## src/rtl/c3lib_sync_debounce.sv

```systemverilog
// Single-bit synchroniser followed by a counter-based glitch filter.
// Define C3LIB_SYNC_DEBOUNCE_EDGE_PULSE_EN to get registered rise/fall pulses.
module c3lib_sync_debounce #(
    parameter int   SYNC_STAGES = 2,
    parameter int   DEB_CNT     = 8,
    parameter logic RESET_VAL   = 1'b0
) (
    input  logic clk,
    input  logic rst,
    input  logic din,
    input  logic deb_en,
    output logic data_out,
    output logic busy,
    output logic rise_pulse,
    output logic fall_pulse
);

    localparam int CW = (DEB_CNT < 2) ? 1 : $clog2(DEB_CNT + 1);
    localparam logic [CW-1:0] CNT_LAST = CW'(DEB_CNT - 1);

    logic [SYNC_STAGES-1:0] sync_q;
    logic                   sync_out;
    logic [CW-1:0]          cnt, cnt_nxt;
    logic                   dout_nxt;

    assign sync_out = sync_q[SYNC_STAGES-1];

    always_ff @(posedge clk) begin
        if (rst) sync_q <= {SYNC_STAGES{RESET_VAL}};
        else     sync_q <= {sync_q[SYNC_STAGES-2:0], din};
    end

    // Any match between sync_out and data_out restarts the stability count.
    always_comb begin
        cnt_nxt  = '0;
        dout_nxt = data_out;
        if (!deb_en) begin
            dout_nxt = sync_out;
        end else if (sync_out != data_out) begin
            if (cnt == CNT_LAST) dout_nxt = sync_out;
            else                 cnt_nxt  = cnt + CW'(1);
        end
    end

    always_ff @(posedge clk) begin
        if (rst) begin
            cnt      <= '0;
            data_out <= RESET_VAL;
        end else begin
            cnt      <= cnt_nxt;
            data_out <= dout_nxt;
        end
    end

    assign busy = (cnt != '0);

`ifdef C3LIB_SYNC_DEBOUNCE_EDGE_PULSE_EN
    always_ff @(posedge clk) begin
        if (rst) begin
            rise_pulse <= 1'b0;
            fall_pulse <= 1'b0;
        end else begin
            rise_pulse <= dout_nxt & ~data_out;
            fall_pulse <= ~dout_nxt & data_out;
        end
    end
`else
    assign rise_pulse = 1'b0;
    assign fall_pulse = 1'b0;
`endif

endmodule

```

## config.mk

```make
export PLATFORM = sky130hd
export DESIGN_NAME = c3lib_sync_debounce
export DESIGN_NICKNAME = d
export VERILOG_FILES = /design/src/rtl/c3lib_sync_debounce.sv
export SDC_FILE = /design/constraint.sdc
export NUM_CORES = 1
export LEC_CHECK = 0
export BUFFER_PORTS_ARGS = -buffer_cell sky130_fd_sc_hd__buf_2
export CAP_MARGIN = 20
export CORE_AREA = 2 2 39 41
export CTS_CLUSTER_DIAMETER = 50
export CTS_CLUSTER_SIZE = 30
export DETAILED_ROUTE_END_ITERATION = 16
export DIE_AREA = 0 0 41 43
export MAX_ROUTING_LAYER = met4
export PLACE_DENSITY = 0.53
export REMOVE_ABC_BUFFERS = 1
export SYNTH_ARGS = -nofsm -noshare
export SYNTH_HDL_FRONTEND = slang
export SYNTH_SLANG_ARGS = --single-unit
```

## constraint.sdc

```tcl
create_clock -name clk -period 1.4 [get_ports clk]
set_input_delay 0.21 -clock clk [delete_from_list [all_inputs] [get_ports clk]]
set_output_delay 0.21 -clock clk [all_outputs]
set_load 0.02 [all_outputs]
```

Word-level counts from Yosys, hierarchy flattened
Index checks and enable logic that the tools add are counted.

storage, ports and cells
  logic and storage cells = 16
  input port bits = 4
  output and inout bits = 4
  register bits = 7

cells by class
  mux-type cells = 3
  reduce and logical (&&, ||, !) cells = 3
  bitwise operators = 2
  add/subtract/negate cells = 1
  equality and inequality tests = 4

operator list
  kind                   number
  $add A4 B1 Y4 const B  1
  $eq A4 B3 Y1 const B   1
  $ne A2 B1 Y1 const B   2
  $reduce_bool A4 Y1     1
  $reduce_or A4 Y1       1
  $mux W1                3
  $not A1 Y1             2
  $reduce_and A2 Y1      1
  $ne A1 B1 Y1           1

Depth between registers and ports, before layout
Gate-level depths: netlist of the first run.

  depth after elaboration = 4
  gate-level depth with buffers = 4
  gate-level depth less buffers = 4

Worst setup path after synthesis of the first run
Ideal clock, no wire load.

  path kind = reg-to-reg
  start point = register cnt[0]
  end point = register data_out
  setup time = 0.116 ns
  path slack = 0.344 ns
  cell stages (with the launch flop) = 5
  buffers on the path = 0
  data arrival time = 0.940 ns
  data required time = 1.284 ns
  path through = dfxtp_1 > ha_1 > nand3b_1 > a21oi_1 > a41o_2

between the ends
  longest elaborated chain between the ends = 3

ends and longest elaborated chain
  item                                line  RTL
  start, declared                     23    logic [CW-1:0] cnt, cnt_nxt;
  start signal, assigned              50    cnt <= cnt_nxt;
  $eq A4 B3 Y1                        40    if (cnt == CNT_LAST) dout_nxt = sync_out;
  $ne A2 B1 Y1 (no source line)       --
  $reduce_and A2 Y1 (no source line)  --
  end signal, assigned                51    data_out <= dout_nxt;
  end, declared                       12    output logic data_out,

No other way between the ends.
A chain may end at the register's enable or synchronous reset.

Final worst setup path of the first run
  start point = register cnt[0]
  end point = output busy

between the ends
  longest elaborated chain between the ends = 1

ends and longest elaborated chain
  item                line  RTL
  $reduce_bool A4 Y1  55    assign busy = (cnt != '0);
  end, declared       13    output logic busy,

No other way between the ends.

==> impl_results.md, run 1 <==
* Synthesized-area fraction occupied by ao, oa, aoi and oai cells at 5.24%
* H-tree depth at 1
* Routed Wire Length at between 400 and 500 µm
* Finished layout cell area at about 370 µm²
* Clock share of power at between 40% and 50%
* Net switching fraction of the power at 22.4%
* Combinational family with the most area after synthesis: simple AND/OR/NAND/NOR gates
* Setup TNS at 0 ns
* Relative area change from synthesis to final layout at 19.8%
* Gp weighted congestion at around 0.7
* Outcome: completed
* Final hold violation count at 0
* Clk sink count at 7
* DP Wirelength at 364 µm
* Proportion of layout cells with a drive suffix above 1 at 26.8%
* Filler instances at approximately 150
* Total buffers and inverters traversed by the critical path at 2
* Maximum clock insertion buffer count at 2
* Initial cell density of the core at between 20% and 30%
* WL/cell at approximately 8 µm
* Synthesized flop and latch total at 7
* WP data arrival at approximately 1.1 ns
* Ant diodes at 0
* Pin count of the biggest net entering global routing at 6
* Combined global-route utilization of all metal layers at under 10%
* Biggest area contributors in the synthesized netlist: dfxtp_1, ha_1, nor2b_1, xnor2_1, buf_4
* Multiplexer share of the synthesized area at 0%
* Synth Instances at 33
* Port buffer count at 5
* Residual DRC at 0
* Clock Pin Slew Worst Setup and Hold Paths at 0.05 ns
* Worst-Skew Late Latency at about 0.25 ns
* Hold_ws at ~0.15 ns
* Number of buffers created by CTS at 3
* Final net count at 48
* Antenna Nets Post-Route at 0
* Routed via count divided by cell count at 3.88
* Startpoint Class: register
* Post-synthesis xor/xnor area fraction at 8.47%
* Type of the worst setup path: register to output pin
* Core Box Area at 1380 µm²
* Power per Cell Area at between 1000 and 1500 nW/µm²
* Combinational power share at under 10%
* Horizontal die dimension at 41 µm
* Full die area at roughly 1800 µm²
* Area of combinational cells with multiple inputs at about 140 µm²
* Post-synth cell types at 16
* TritonCTS clock tree: done
* Cell leakage power at 0.170 nW
* # hold bufs at CTS at 0
* Critical path cell sequence: inv_1, ha_1, nand2_1, buf_2
* Mapped Area at roughly 310 µm²
* Cell Rows at 14
* Top-area cell type share of the netlist area at roughly 45%
* Req. time, crit path at between 1 and 1.5 ns
* Sw Pwr at just over 0.00009 W
* RSZ-0062 raised after global routing: no
* Adder-cell area share of the yosys netlist at 8.06%
* Register area share after synthesis at between 40 and 50%
* Int Power at between 0.0003 and 0.0004 W
* Setup skew after layout at 0.00482 ns
* Post-CTS setup buffers at 0
* Maximum Capacitance Violations at 0
* Height of the die at ~43 µm
* 1st-iter DRT viols at 0
* Setup violation total in the final timing report at 0
* Post-Place Cell Area at about 340 µm²
* CP max stage cell: dfxtp_1
* Cell taking the most area after synthesis: dfxtp_1
* Time the worst path needs with I/O delays and setup at approximately 1.3 ns
* Number of search-and-repair iterations in the first detailed-routing pass at 1
* Master cell of the clock root buffer: clkbuf_4
* Vias at around 220
* Wire length of the first global-routing pass at a little under 700 µm
* Number of antenna violations at the first check in global routing at 0
* Number of top-level pins at 8
* Mean instance size in the synthesized netlist at about 9.4 µm²
* Resized cells post-CTS at 0
* Simple-Gate Fraction of Synth Area at between 20% and 30%
* Slowest Stage Delay on Critical Path at between 0.3 and 0.4 ns
* Worst vdd ir at between 0.4 and 0.5 mV
* Sequential group share of total power at between 50% and 60%
* Overall power consumption at just over 0.0004 W
* Worst hold path type: primary input to register
* Worst-path maximum fanout at 4
* Remaining global-route overflow at 0
* Maximum clock frequency at roughly 800 MHz
* Pins over their slew limit at 0
* Sequential cell area at ~140 µm²
* Critical path capture point type: output pin
* Share of the clock period used by the worst path after layout at a little over 90%
* Number of global-route vias before repair at between 150 and 200
* Top delay family on crit path: flip-flops
* Count of yosys warnings during synthesis at 0
-- flip-flops by register name, summed over array words and instances (netlist names) --
name      flops
cnt           4
data_out      1
sync_q        2
-- path summary, 6_finish.rpt --
| kind | from | end | cells after the start | slack (ns) |
|---|---|---|---|---|
| min reg2reg | sync_q[0]$_SDFF_PP0_ | sync_q[1]$_SDFF_PP0_ | 1 | 0.45 |
| max reg2reg | cnt[0]$_SDFF_PP0_ | data_out$_SDFFE_PP0P_ | 4 | 0.26 |
| max | cnt[0]$_SDFF_PP0_ | busy | 4 | 0.12 |
| min | rst | sync_q[0]$_SDFF_PP0_ | 2 | 0.15 |
-- worst register-to-register path: stages (launching register included) --
cell and delay (ns):
dfxtp_1 0.33, ha_1 0.23, nand3b_1 0.16, a21oi_1 0.09
a41o_2 0.22
-- through the flow --
stage                     utilization (%)  instances  worst slack (ns)
after CTS                            26.9         57            0.0898
after global routing                 26.9         57            0.0235
after global placement               24.9         53             0.288
after detailed placement             24.9         53             0.268
after floorplan                         -         32             0.344
final                                26.9         57             0.116
-- power groups by stage --
stage	Combinational, W	Sequential, W	Clock [W]
6_report	0.0000232	0.000206	0.000179
3_5_place_dp	0.0000234	0.000210	0
5_1_grt	0.0000264	0.000206	0.000196
4_1_cts	0.0000236	0.000206	0.000192
2_1_floorplan	0.0000141	0.000211	0
3_3_place_gp	0.0000231	0.000210	0
-- logic make-up after synthesis --
family,count (synthesis)
AND/OR/NAND/NOR,12
flip-flops,7
buffers and inverters,6
XOR/XNOR,3
AO/OA/AOI/OAI,2
adder cells (fa/ha/maj),2
other,1
-- synth_stat cells --
cell,count
nand3_1,1
buf_4,2
conb_1,1
ha_1,2
nand4_2,1
nand3b_1,1
a21oi_1,1
xor2_1,1
nand2_1,1
a41o_2,1
xnor2_1,2
nor2_1,4
dfxtp_1,7
nor2b_1,3
inv_1,4
nand2b_1,1
-- routing by layer --
layer / up-vias / part of all wire, % / GRT usage (%)
met1: 99 / 45 / 6.84
li1: 116 / - / -
met5: - / 0 / -
met3: 0 / 7.7 / 7.85
met2: 6 / 47 / 7.50
met4: 0 / 0 / 4.00
-- cells in the final DEF, fill, tap and decap left out, drive strengths merged --
cell type / count
nand4: 1
inv: 4
xor2: 1
dfxtp: 7
nand3: 1
a41o: 1
clkbuf: 3
buf: 5
ha: 2
a21oi: 1
clkinv: 1
nor2b: 3
nand2b: 1
conb: 2
nand3b: 1
nor2: 4
xnor2: 2
nand2: 1
-- final cells by class --
class	instances	share of cell area [%]
flip-flops and latches	7	37.7
clock inverters	1	1.35
inverters	4	4.04
repair buffers	5	6.73
clock buffers	3	6.06
well taps	16	5.39
multi-input cells	21	38.7
No activity file was read; power rests on OpenSTA's default activity.
==> inputs of run 2 (changes only) <==
--- a/config.mk
+++ b/config.mk
@@ -8,12 +8,12 @@
 export BUFFER_PORTS_ARGS = -buffer_cell sky130_fd_sc_hd__buf_2
 export CAP_MARGIN = 20
 export CORE_AREA = 2 2 39 41
-export CTS_CLUSTER_DIAMETER = 50
+export CTS_CLUSTER_DIAMETER = 100
 export CTS_CLUSTER_SIZE = 30
 export DETAILED_ROUTE_END_ITERATION = 16
 export DIE_AREA = 0 0 41 43
 export MAX_ROUTING_LAYER = met4
-export PLACE_DENSITY = 0.53
+export PLACE_DENSITY = 0.48
 export REMOVE_ABC_BUFFERS = 1
 export SYNTH_ARGS = -nofsm -noshare
 export SYNTH_HDL_FRONTEND = slang
==> impl_results.md, run 2 (same netlist as run 1, synthesis figures left out) <==
* WL/cell at 7.14 µm
* Startpoint of the worst hold path: rst
* Number of search-and-repair iterations in the first detailed-routing pass at 4
* Startpoint Class: register
* Wire length of the first global-routing pass at 752 µm
* Maximum clock frequency at 789 MHz
* Combinational power share at 5.6%
* Number of global-route vias before repair at slightly below 200
* Final net count at 48
* Worst-Skew Late Latency at approximately 0.25 ns
* Clock share of power at about 44%
* Flip-flop count of the largest register after layout at 4
* Resized cells post-CTS at 0
* Worst hold path type: primary input to register
* Port buffer count at 5
* Share of the clock period used by the worst path after layout at 90.6%
* CP max stage cell: dfxtp_1
* Type of the worst setup path: register to output pin
* Vias at roughly 220
* Slowest Stage Delay on Critical Path at between 0.3 and 0.4 ns
* Critical path capture point type: output pin
* Proportion of layout cells with a drive suffix above 1 at ~24%
* Setup WS post-layout at 0.132 ns
* Largest registers: cnt (4), sync_q (2), data_out (1)
* Ant diodes at 0
* Master cell of the clock root buffer: clkbuf_4
* Remaining global-route overflow at 0
* Hold worst-path end: sync_q[1]$_SDFF_PP0_
* Filler instances at between 150 and 200
* WHS Path Cells at 2
* Number of antenna violations at the first check in global routing at 0
* Cell leakage power at 0.168 nW
* Sw Pwr at about 0.000088 W
* Pins over their slew limit at 0
* Capture point of the worst reg-to-reg path: data_out$_SDFFE_PP0P_
* H-tree depth at 1
* Number of buffers created by CTS at 3
* Int Power at roughly 0.00032 W
* Combined global-route utilization of all metal layers at roughly 6.8%
* Time the worst path needs with I/O delays and setup at about 1.3 ns
* Setup TNS at 0 ns
* WP data arrival at roughly 1.1 ns
* 1st-iter DRT viols at 6
* Clk sink count at 7
* Reg2reg setup slack at 0.27 ns
* Gp weighted congestion at 0.602
* Area of combinational cells with multiple inputs at about 140 µm²
* Number of top-level pins at 8
* Height of the die at roughly 43 µm
* Maximum clock insertion buffer count at 2
* Top delay family on crit path: flip-flops
* Routed via count divided by cell count at just under 4
* Cell Rows at 14
* Sequential cell area at approximately 140 µm²
* Maximum Capacitance Violations at 0
* Critical path cell sequence: inv_1, ha_1, nand2_1, buf_2
* DP Wirelength at between 300 and 400 µm
* Horizontal die dimension at roughly 41 µm
* Worst-path maximum fanout at 4
* Worst reg2reg path startpoint: cnt[0]$_SDFF_PP0_
* Setup violation total in the final timing report at 0
* Setup skew after layout at between 0.002 and 0.003 ns
* Worst setup slack before clock tree synthesis at between 0.2 and 0.3 ns
* Net switching fraction of the power at roughly 22%
* # hold bufs at CTS at 0
* Post-CTS setup buffers at 0
* Worst vdd ir at roughly 0.38 mV
* Routed Wire Length at between 400 and 500 µm
* Most common library cell in the layout ignoring fill and taps: dfxtp_1
* TritonCTS clock tree: done
* Outcome: completed
* Residual DRC at 0
* Req. time, crit path at ~1.2 ns
* Antenna Nets Post-Route at 0
* Final hold violation count at 0
* Initial cell density of the core at between 20 and 25%
* Top register by number of flip-flops: cnt
* Final standard cell utilization of the core at a little over a quarter
* Clock Pin Slew Worst Setup and Hold Paths at about 0.050 ns
* Relative area change from synthesis to final layout at 19.4%
* RSZ-0062 raised after global routing: no
* Core Box Area at 1380 µm²
* Highest-count cells in the layout ignoring fill and taps: dfxtp_1, buf_2, inv_1, nor2_1
* Sequential group share of total power at 50.4%
* Length in cells of the worst reg-to-reg path at 4
* Full die area at between 1500 and 2000 µm²
* Total buffers and inverters traversed by the critical path at 2
* Power per Cell Area at about 1100 nW/µm²
* Pin count of the biggest net entering global routing at 5
-- run 2: cell count changes in the layout (fill, tap and decap cells not counted) --
| cell | delta |
|---|---|
| clkbuf_1 | +1 |
| clkinv_2 | -1 |
-- run 2: worst max-delay path by stage --
stage | cells after the start | end | start
final | 4 | busy | cnt[0]$_SDFF_PP0_
after floorplan | 4 | data_out$_SDFFE_PP0P_ | cnt[0]$_SDFF_PP0_
after detailed placement | 4 | data_out$_SDFFE_PP0P_ | cnt[0]$_SDFF_PP0_
after global routing | 4 | busy | cnt[0]$_SDFF_PP0_
after global placement | 4 | data_out$_SDFFE_PP0P_ | cnt[0]$_SDFF_PP0_
after CTS | 4 | busy | cnt[0]$_SDFF_PP0_
-- run 2: area by class of cell --
type	instances	area share, %
Inverter	4	4.05
Multi-Input combinational cell	21	38.9
Tap cell	16	5.41
Timing Repair Buffer	5	6.76
Sequential cell	7	37.8
Clock buffer	4	7.09
-- run 2: power by group through the flow --
stage | registers, W | clock network [W] | logic [W]
CTS | 0.000206 | 0.000190 | 0.0000232
global placement | 0.000210 | 0 | 0.0000230
floorplan | 0.000211 | 0 | 0.0000141
global route | 0.000207 | 0.000206 | 0.0000259
finish | 0.000206 | 0.000180 | 0.0000228
detailed placement | 0.000210 | 0 | 0.0000232
-- run 2: worst reg2reg max path: cells and delay by family, from the launching register on --
kind / cells / cell delay [ns]
adders and majority gates: 1 / 0.23
DFF: 1 / 0.33
and+or+nand+nor: 1 / 0.15
AOI/OAI and AO/OA: 2 / 0.31
-- run 2: layer usage --
layer | vias up | GRT usage, % | routed length [µm]
met3 | 0 | 6.28 | 38
li1 | 116 | - | -
met4 | 0 | 2.00 | 0
met1 | 96 | 8.50 | 180
met2 | 7 | 7.81 | 188
met5 | - | - | 0
-- run 2: stage by stage --
step,hold slack [ns],std cells,cell area [µm²],power [W]
2_1_floorplan,0.282,32,299,0.000225
3_3_place_gp,0.415,53,344,0.000233
3_5_place_dp,0.414,53,344,0.000233
4_1_cts,0.147,57,370,0.000419
5_1_grt,0.146,57,370,0.000439
6_report,0.155,57,370,0.000409
